$ cat config.mk
export PLATFORM = sky130hd
export DESIGN_NAME = dac_driver_array
export DESIGN_NICKNAME = d
export VERILOG_FILES = /design/src/rtl/dac_driver_array.sv
export SDC_FILE = /design/constraint.sdc
export NUM_CORES = 1
export LEC_CHECK = 0
export CAP_MARGIN = 25
export CORE_UTILIZATION = 45
export CTS_CLUSTER_SIZE = 24
export DETAILED_ROUTE_END_ITERATION = 7
export PLACE_DENSITY_LB_ADDON = 0.05
export SLEW_MARGIN = 15
export SYNTH_ARGS = -nofsm -noshare
export SYNTH_HDL_FRONTEND = slang
export SYNTH_SLANG_ARGS = --single-unit
$ cat constraint.sdc
create_clock -name clk -period 1.96 [get_ports clk]
set_input_delay 0.294 -clock clk [delete_from_list [all_inputs] [get_ports clk]]
set_output_delay 0.294 -clock clk [all_outputs]
set_load 0.005 [all_outputs]
$ cat src/rtl/dac_driver_array.sv
// dac_driver_array: screened, power-sequenced switch driver for a segmented current-steering DAC
module dac_driver_array #(
  parameter int NBIN       = 8,
  parameter int NTHERM     = 17,
  parameter int SETTLE_CYC = 16,
  parameter int ERRW       = 8
) (
  input  logic              clk,
  input  logic              rst,
  input  logic              pdb,
  input  logic              supply_ok,
  input  logic [NBIN-1:0]   datain,
  input  logic [NBIN-1:0]   datainb,
  input  logic [NTHERM-1:0] datatherm,
  input  logic [NTHERM-1:0] datathermb,
  input  logic              err_clr,
  output logic [NBIN-1:0]   databinout,
  output logic [NBIN-1:0]   databinoutb,
  output logic [NTHERM-1:0] datathermout,
  output logic [NTHERM-1:0] datathermoutb,
  output logic              ready,
  output logic              err,
  output logic [ERRW-1:0]   err_cnt
);
  typedef enum logic [1:0] {OFF, SETTLE, ACTIVE} state_t;
  localparam logic [15:0] CNT_INIT = 16'(SETTLE_CYC - 1);
  state_t state, nstate;
  logic [15:0] cnt;
  logic [NBIN-1:0] s_bin, s_binb;
  logic [NTHERM-1:0] s_th, s_thb;
  logic [NTHERM:0] th_ext;
  logic en, valid, bad;
  assign en = pdb & supply_ok;
  assign th_ext = {1'b0, s_th};
  assign valid = (s_bin == ~s_binb) && (s_th == ~s_thb) &&
                 ((th_ext & (th_ext + {{NTHERM{1'b0}}, 1'b1})) == '0);
  assign ready = state == ACTIVE;
  // next state; screening only applies while staying in ACTIVE
  always_comb begin
    nstate = !en ? OFF :
             state == OFF ? SETTLE :
             (state == SETTLE && cnt == '0) ? ACTIVE : state;
    bad = state == ACTIVE && nstate == ACTIVE && !valid;
  end
  // stage-1 capture, state register and settle counter
  always_ff @(posedge clk) begin
    if (rst) begin
      state  <= OFF;
      cnt    <= '0;
      s_bin  <= '0;
      s_binb <= '0;
      s_th   <= '0;
      s_thb  <= '0;
    end else begin
      state  <= nstate;
      cnt    <= nstate != SETTLE ? '0 : state == SETTLE ? cnt - 16'd1 : CNT_INIT;
      s_bin  <= datain;
      s_binb <= datainb;
      s_th   <= datatherm;
      s_thb  <= datathermb;
    end
  end
  // output register: open switches, zero code, or last good screened code
  always_ff @(posedge clk) begin
    if (rst) begin
      databinout    <= '0;
      databinoutb   <= '0;
      datathermout  <= '0;
      datathermoutb <= '0;
      err           <= 1'b0;
      err_cnt       <= '0;
    end else begin
      err <= bad;
      if (err_clr) err_cnt <= '0;
      else if (bad && err_cnt != '1) err_cnt <= err_cnt + ERRW'(1);
      if (nstate == OFF) begin
        databinout    <= '0;
        databinoutb   <= '0;
        datathermout  <= '0;
        datathermoutb <= '0;
      end else if (nstate == SETTLE || state != ACTIVE) begin
        databinout    <= '0;
        databinoutb   <= '1;
        datathermout  <= '0;
        datathermoutb <= '1;
      end else if (valid) begin
        databinout    <= s_bin;
        databinoutb   <= s_binb;
        datathermout  <= s_th;
        datathermoutb <= s_thb;
      end
    end
  end
endmodule

Word-level counts from Yosys, hierarchy flattened:

Cells that the tools add are included.

* register bits after elaboration: 127
* latch bits: 0
* memory bits (writable): 0
* memory bits (read-only): 0
* bits of input ports: 55
* word-level logic and storage cells: 56
* memories kept: 0

* add/subtract/negate cells: 3
* multiply operators: 0
* divide/modulo/power cells: 0
* order comparisons: 0
* equality and inequality tests: 9
* shift operators: 0
* muxes and demuxes: 8
* bitwise logic cells: 5
* reductions and logical operators: 18

Operators with widths (number)
* $mux 17: 2
* $add 17x1->18 const B: 1
* $and 17x18->18: 1
* $logic_not 18->1: 1
* $eq 17x17->1: 1
* $not 17->17: 1
* $logic_not 16->1: 1
* $mux 8: 2
* $sub 16x1->16 const B: 1
* $add 8x1->8 const B: 1
* $eq 8x8->1: 1
* $ne 8x8->1 const B: 1
* $not 8->8: 1
* $logic_and 1x1->1: 6
* $mux 2: 3
* $reduce_or 2->1: 3
* $reduce_or 3->1: 2
* $eq 2x1->1 const B: 2
* $eq 2x2->1 const B: 2
* $logic_not 2->1: 2
* $mux 4: 1
* $ne 2x1->1 const B: 1
* $ne 2x2->1 const B: 1
* $reduce_bool 2->1: 1
* other kinds (4): 4

Longest topological paths before layout:

* word-level depth: 9
* depth in mapped cells: 9
* mapped depth without buffers: 7

Least setup slack after synthesis:

Ideal clock, no wire load.

* kind: reg-to-reg
* start: register s_th[2]
* end: register datathermout[2]
* setup time: 0.128 ns
* arrival: 1.996 ns
* setup slack: -0.163 ns
* stages on the path, launching flop included: 10
* clock period less this slack: 2.123 ns
* cells stage by stage: dfxtp_1 nor2b_1 a2111o_1 a2111oi_2 o2111a_1 buf_6 buf_12 buf_12 mux2i_1 nor2_1

* longest elaborated chain between the ends: 4
* elaborated cells between the ends (all ways): 6

RTL lines
* from (decl): RTL line 30 `logic [NTHERM-1:0] s_th, s_thb;`
* from (signal assigned): RTL line 59 `s_th <= datatherm;`
* $add 17x1->18: RTL line 36 `((th_ext & (th_ext + {{NTHERM{1'b0}}, 1'b1})) == '0);`
* $and 17x18->18: RTL line 36
* $logic_not 18->1: RTL line 36
* $logic_and 1x1->1: RTL line 35 `assign valid = (s_bin == ~s_binb) && (s_th == ~s_thb) &&`
* to (signal assigned): RTL line 89 `datathermout <= s_th;`
* to (decl): RTL line 19 `output logic [NTHERM-1:0] datathermout,`

Parallel ways exist; a longest one is shown, timed or not.
A chain may end at the register's enable or synchronous reset.

Worst setup path after layout:

* start: register s_th[3]
* end: register datathermoutb[10]

* longest elaborated chain between the ends: 5
* elaborated cells between the ends (all ways): 7

RTL lines
* $add 17x1->18: RTL line 36
* $and 17x18->18: RTL line 36
* $logic_not 18->1: RTL line 36
* $logic_and 1x1->1 *: RTL line 35
* $reduce_bool 2->1 (no source line) *
* to (signal assigned): RTL line 90 `datathermoutb <= s_thb;`
* to (decl): RTL line 20 `output logic [NTHERM-1:0] datathermoutb,`

Every way passes the cells marked *; elsewhere a longest branch is shown, timed or not.

==> impl_metrics.prom <==
# TYPE chip_impl_metric gauge
chip_impl_info{name="run_status",value="finished with violations"} 1
chip_impl_info{name="failed_checks",value="negative setup slack"} 1
chip_impl_metric{name="start_util",unit="%"} 46.9
chip_impl_metric{name="final_util",unit="%"} 70.1
chip_impl_info{name="r2r-end",value="datathermoutb[10]"} 1
chip_impl_info{name="path_delay_family",value="compound AO/OA/AOI/OAI gates"} 1
chip_impl_info{name="chain_of_cells_forming_the_critical_path",value="buf_4, nand4_1, a2111oi_4, a2bb2oi_2, o2111a_4, buf_12, mux2i_1, a21oi_1"} 1
chip_impl_info{name="grt_setup_unrepaired",value="true"} 1
chip_impl_metric{name="core_area",unit="um2"} 10400
chip_impl_metric{name="gp_routability_congestion",unit=""} 0.777
chip_impl_metric{name="die_width",unit="um"} 106
chip_impl_metric{name="setup_violations",unit=""} 58
chip_impl_metric{name="power_report.internal_total",unit="uW"} 5220
chip_impl_metric{name="initial_antenna_violation_count",unit=""} 0
chip_impl_metric{name="track_usage",unit="%"} 22.9
chip_impl_info{name="timing_worst_setup_path_type",value="register to register"} 1
chip_impl_metric{name="p_sw_share",unit="%"} 21.4
chip_impl_metric{name="relSlewSlack",unit="%"} 58.8
chip_impl_metric{name="die-area",unit="um2"} 11300
chip_impl_metric{name="clk_transition_reported_paths",unit="ps"} 60
chip_impl_metric{name="seq_power_share",unit="%"} 41.2
chip_impl_metric{name="clock_power_share",unit="%"} 51.6
chip_impl_info{name="synth.area.top_cells",value="sky130_fd_sc_hd__dfxtp_1 52%, sky130_fd_sc_hd__mux2i_1 11%, sky130_fd_sc_hd__nor2b_1 7.2%, sky130_fd_sc_hd__xor2_1 4.1%, sky130_fd_sc_hd__nor2_1 3.6%"} 1
chip_impl_info{name="cts_tree",value="yes"} 1
chip_impl_metric{name="slew_viols_final",unit=""} 0
chip_impl_info{name="min_path_type",value="input port to register"} 1
chip_impl_info{name="hold-path-endpoint",value="s_binb[0]"} 1
chip_impl_metric{name="die_height",unit="um"} 106
chip_impl_metric{name="yosysWarningCount",unit=""} 0
chip_impl_metric{name="worstMarginPinSlew",unit="ps"} 617
chip_impl_metric{name="antenna_violating_nets_post_route",unit=""} 0
chip_impl_metric{name="layout.filler_cells",unit=""} 807
chip_impl_metric{name="path_buf_inv",unit=""} 2
chip_impl_metric{name="placed_cells",unit=""} 761
chip_impl_metric{name="synth.ff_latch_count",unit=""} 127
chip_impl_metric{name="fin_crit",unit="ps"} 2190
chip_impl_metric{name="dr_total_vias",unit=""} 3977
chip_impl_metric{name="irDropWorstVdd",unit="V"} 0.000701
chip_impl_metric{name="place.detailed.hpwl",unit="um"} 8590
chip_impl_metric{name="synthesis.instances",unit=""} 485
chip_impl_metric{name="power_density",unit="nW/um2"} 909
chip_impl_metric{name="combPwrFrac",unit="%"} 7.2
chip_impl_metric{name="routed_wirelength",unit="um"} 12600
chip_impl_metric{name="placedInstanceArea",unit="um2"} 6490
chip_impl_metric{name="pin_count_of_the_biggest_net_entering_global_routing",unit=""} 43
chip_impl_metric{name="post-route-worst-setup-slack",unit="ps"} -234
chip_impl_metric{name="placement_rows",unit=""} 37
chip_impl_metric{name="clk_path_buf_depth",unit=""} 2
chip_impl_metric{name="drive_above_1_share",unit="%"} 17.7
chip_impl_metric{name="fin_worst_skew",unit="ps"} 8.29
chip_impl_metric{name="ioPinCount",unit=""} 115
chip_impl_info{name="dominantRegCellSynth",value="sky130_fd_sc_hd__dfxtp_1"} 1
chip_impl_metric{name="worst_path_largest_cell_delay",unit="ps"} 370
chip_impl_metric{name="first_global_vias",unit=""} 3994
chip_impl_info{name="yosysTopAreaCell",value="sky130_fd_sc_hd__dfxtp_1"} 1
chip_impl_metric{name="required",unit="ps"} 2330
chip_impl_metric{name="syn_avg_cell_area",unit="um2"} 10.1
chip_impl_metric{name="post_synth_num_cell_types",unit=""} 40
chip_impl_metric{name="vias_per_cell",unit=""} 4.99
chip_impl_metric{name="grt_pass1_wl",unit="um"} 19800
chip_impl_metric{name="drc",unit=""} 0
chip_impl_metric{name="power.leakage",unit="uW"} 0.00279
chip_impl_metric{name="area_taken_by_multi_input_logic_gates",unit="um2"} 2190
chip_impl_metric{name="fin_nets",unit=""} 706
chip_impl_info{name="timing.critical_path.slowest_stage_cell",value="sky130_fd_sc_hd__dfxtp_4"} 1
chip_impl_metric{name="flow.area_growth_from_synthesis",unit="%"} 49.4
chip_impl_metric{name="postSynthNetCount",unit=""} 543
chip_impl_metric{name="synthDominantCellAreaShare",unit="%"} 52.0
chip_impl_metric{name="layout.area.seq",unit="um2"} 2570
chip_impl_metric{name="drtPass1Iterations",unit=""} 5
chip_impl_metric{name="clock_tree_sinks",unit=""} 127
chip_impl_metric{name="pre_cts_slack",unit="ps"} -252
chip_impl_metric{name="holdWs",unit="ps"} 142
chip_impl_metric{name="worst-r2r-cell-count",unit=""} 8
chip_impl_metric{name="drt_first_iter_violations",unit=""} 153
chip_impl_metric{name="clk-insertion-delay-late",unit="ps"} 510
chip_impl_metric{name="max_clock_freq",unit="GHz"} 0.456
chip_impl_metric{name="post-route-cell-area",unit="um2"} 7300
chip_impl_metric{name="diodes",unit=""} 0
chip_impl_metric{name="critical_path.max_fanout",unit=""} 18
chip_impl_metric{name="timing.final.hold_violations",unit=""} 0
chip_impl_metric{name="maxCapViolations",unit=""} 0
chip_impl_metric{name="period_share",unit="%"} 112
chip_impl_metric{name="arrival",unit="ps"} 2560
chip_impl_metric{name="synth_enable_flop_cells",unit=""} 0
chip_impl_info{name="category_of_the_worst_setup_path_launch_point",value="register"} 1
chip_impl_info{name="timing.critical_path.to_type",value="register"} 1
chip_impl_metric{name="reg2reg_setup_slack",unit="ps"} -230
chip_impl_metric{name="holdBufCountCts",unit=""} 0
chip_impl_metric{name="whs_path_depth",unit=""} 2
chip_impl_metric{name="io_buffer_count",unit=""} 114
chip_impl_info{name="hold_path_startpoint",value="rst"} 1
chip_impl_metric{name="post_drt_wl_per_cell",unit="um"} 15.9
chip_impl_info{name="timing.rr.start",value="s_th[3]"} 1
chip_impl_info{name="cts_root_buf",value="sky130_fd_sc_hd__clkbuf_8"} 1
chip_impl_metric{name="post_synth_instance_area",unit="um2"} 4890
chip_impl_metric{name="gr-total-overflow",unit=""} 0
chip_impl_metric{name="power_switching",unit="uW"} 1420
chip_impl_metric{name="ys_seq_area_share",unit="%"} 52.0
chip_impl_metric{name="synth-async-reset-ratio",unit="%"} 0
chip_impl_metric{name="layout.cells.non_filler",unit=""} 797
chip_impl_metric{name="cts_buffers",unit=""} 17
chip_impl_metric{name="htree_num_levels",unit=""} 4
sequential cells by signal (all words and copies together) (netlist names):
signal and flops:
err 1, s_bin 8, s_th 17, cnt 16
state 2, s_thb 17, s_binb 8, databinout 8
datathermout 17, err_cnt 8, datathermoutb 17, databinoutb 8
per-layer routing:
layer | GRT usage, % | wire length [um] | up-vias | part of all wire, %
li1 | - | - | 1972 | -
met1 | 28.5 | 5600 | 1883 | 44
met4 | 8.43 | 126 | 0 | 1.0
met5 | 0 | 0 | - | 0
met3 | 5.64 | 683 | 12 | 5.4
met2 | 38.2 | 6230 | 110 | 49
power groups by stage:
stage | registers [uW] | clock network [uW] | logic, uW
2_1_floorplan | 2770 | 0 | 206
3_3_place_gp | 2790 | 0 | 455
3_5_place_dp | 2790 | 0 | 463
4_1_cts | 2740 | 3470 | 474
5_1_grt | 2750 | 3590 | 524
6_report | 2740 | 3420 | 480
synth_stat cells, drive strengths merged (2+ instances only):
cell type and instances:
a2111o 2, a2111oi 2, a21oi 33, a31oi 2, and3 2, buf 7
clkbuf 17, dfxtp 127, ha 3, inv 26, mux2i 54, nand2 11
nand3 12, nand4 6, nor2 47, nor2b 56, nor3 7, nor4 9
o31ai 6, or2 3, or3 3, or4 5, xnor2 9, xor2 23
stage by stage:
stage	power (uW)	setup TNS, ps
global route	6860	-13980
CTS	6680	-6570
detailed placement	3250	-10940
finish	6640	-9560
floorplan	2980	-653
global placement	3240	-11040
layout by cell type (no fill, tap or decap), types with 3 or more instances in the layout:
master                            count
sky130_fd_sc_hd__a21oi_1             33
sky130_fd_sc_hd__dfxtp_2              7
sky130_fd_sc_hd__xor2_1              21
sky130_fd_sc_hd__clkdlybuf4s50_1    112
sky130_fd_sc_hd__xnor2_1              9
sky130_fd_sc_hd__bufinv_16            5
sky130_fd_sc_hd__nor2b_1             54
sky130_fd_sc_hd__nand4_1              6
sky130_fd_sc_hd__o31ai_1              6
sky130_fd_sc_hd__or3_1                3
sky130_fd_sc_hd__buf_4               46
sky130_fd_sc_hd__mux2i_1             53
sky130_fd_sc_hd__inv_1               24
sky130_fd_sc_hd__clkbuf_16           17
sky130_fd_sc_hd__nor3_1               7
sky130_fd_sc_hd__nand3_1             12
sky130_fd_sc_hd__buf_12               5
sky130_fd_sc_hd__or4_1                5
sky130_fd_sc_hd__ha_1                 3
sky130_fd_sc_hd__clkbuf_8             3
sky130_fd_sc_hd__nand2_1             11
sky130_fd_sc_hd__nor2_1              47
sky130_fd_sc_hd__clkinvlp_4           3
sky130_fd_sc_hd__nor4_1               8
sky130_fd_sc_hd__dfxtp_1            115
sky130_fd_sc_hd__dfxtp_4              5
how the worst max path moves through the flow:
| stage | from | to | cells past startpoint |
|---|---|---|---|
| floorplan | s_th[1] | datathermout[6] | 9 |
| global placement | s_th[7] | datathermoutb[12] | 7 |
| detailed placement | s_th[7] | datathermoutb[15] | 7 |
| CTS | s_th[3] | datathermoutb[6] | 7 |
| global route | s_th[3] | databinoutb[1] | 8 |
| finish | s_th[3] | datathermoutb[10] | 8 |
cells by family after synthesis:
kind of cell / after synthesis / synth area share [%]
flip-flops: 127 / 52.0
AO/OA/AOI/OAI: 51 / 6.65
buffers and inverters: 50 / 5.37
multiplexers: 54 / 11.1
adder cells (fa/ha/maj): 3 / 0.768
XOR/XNOR: 32 / 5.73
AND/OR/NAND/NOR: 168 / 18.4
repair_timing:
item,4_1_cts,5_1_grt
gates resized for setup,9,21
buffers inserted,0,4
pin swaps,1,11
endpoints found under the hold margin,0,0
gates cloned,0,1
setup endpoints to repair,59,58
final cells by class:
class                   instances  area share [%]
clock buffers                  19            6.05
clock inverters                13            2.86
inverters                      26            1.34
multi-input cells             308            30.0
flip-flops and latches        127            35.2
well taps                     136            2.33
repair buffers                168            22.3
Power figures use the tool's default switching activity.
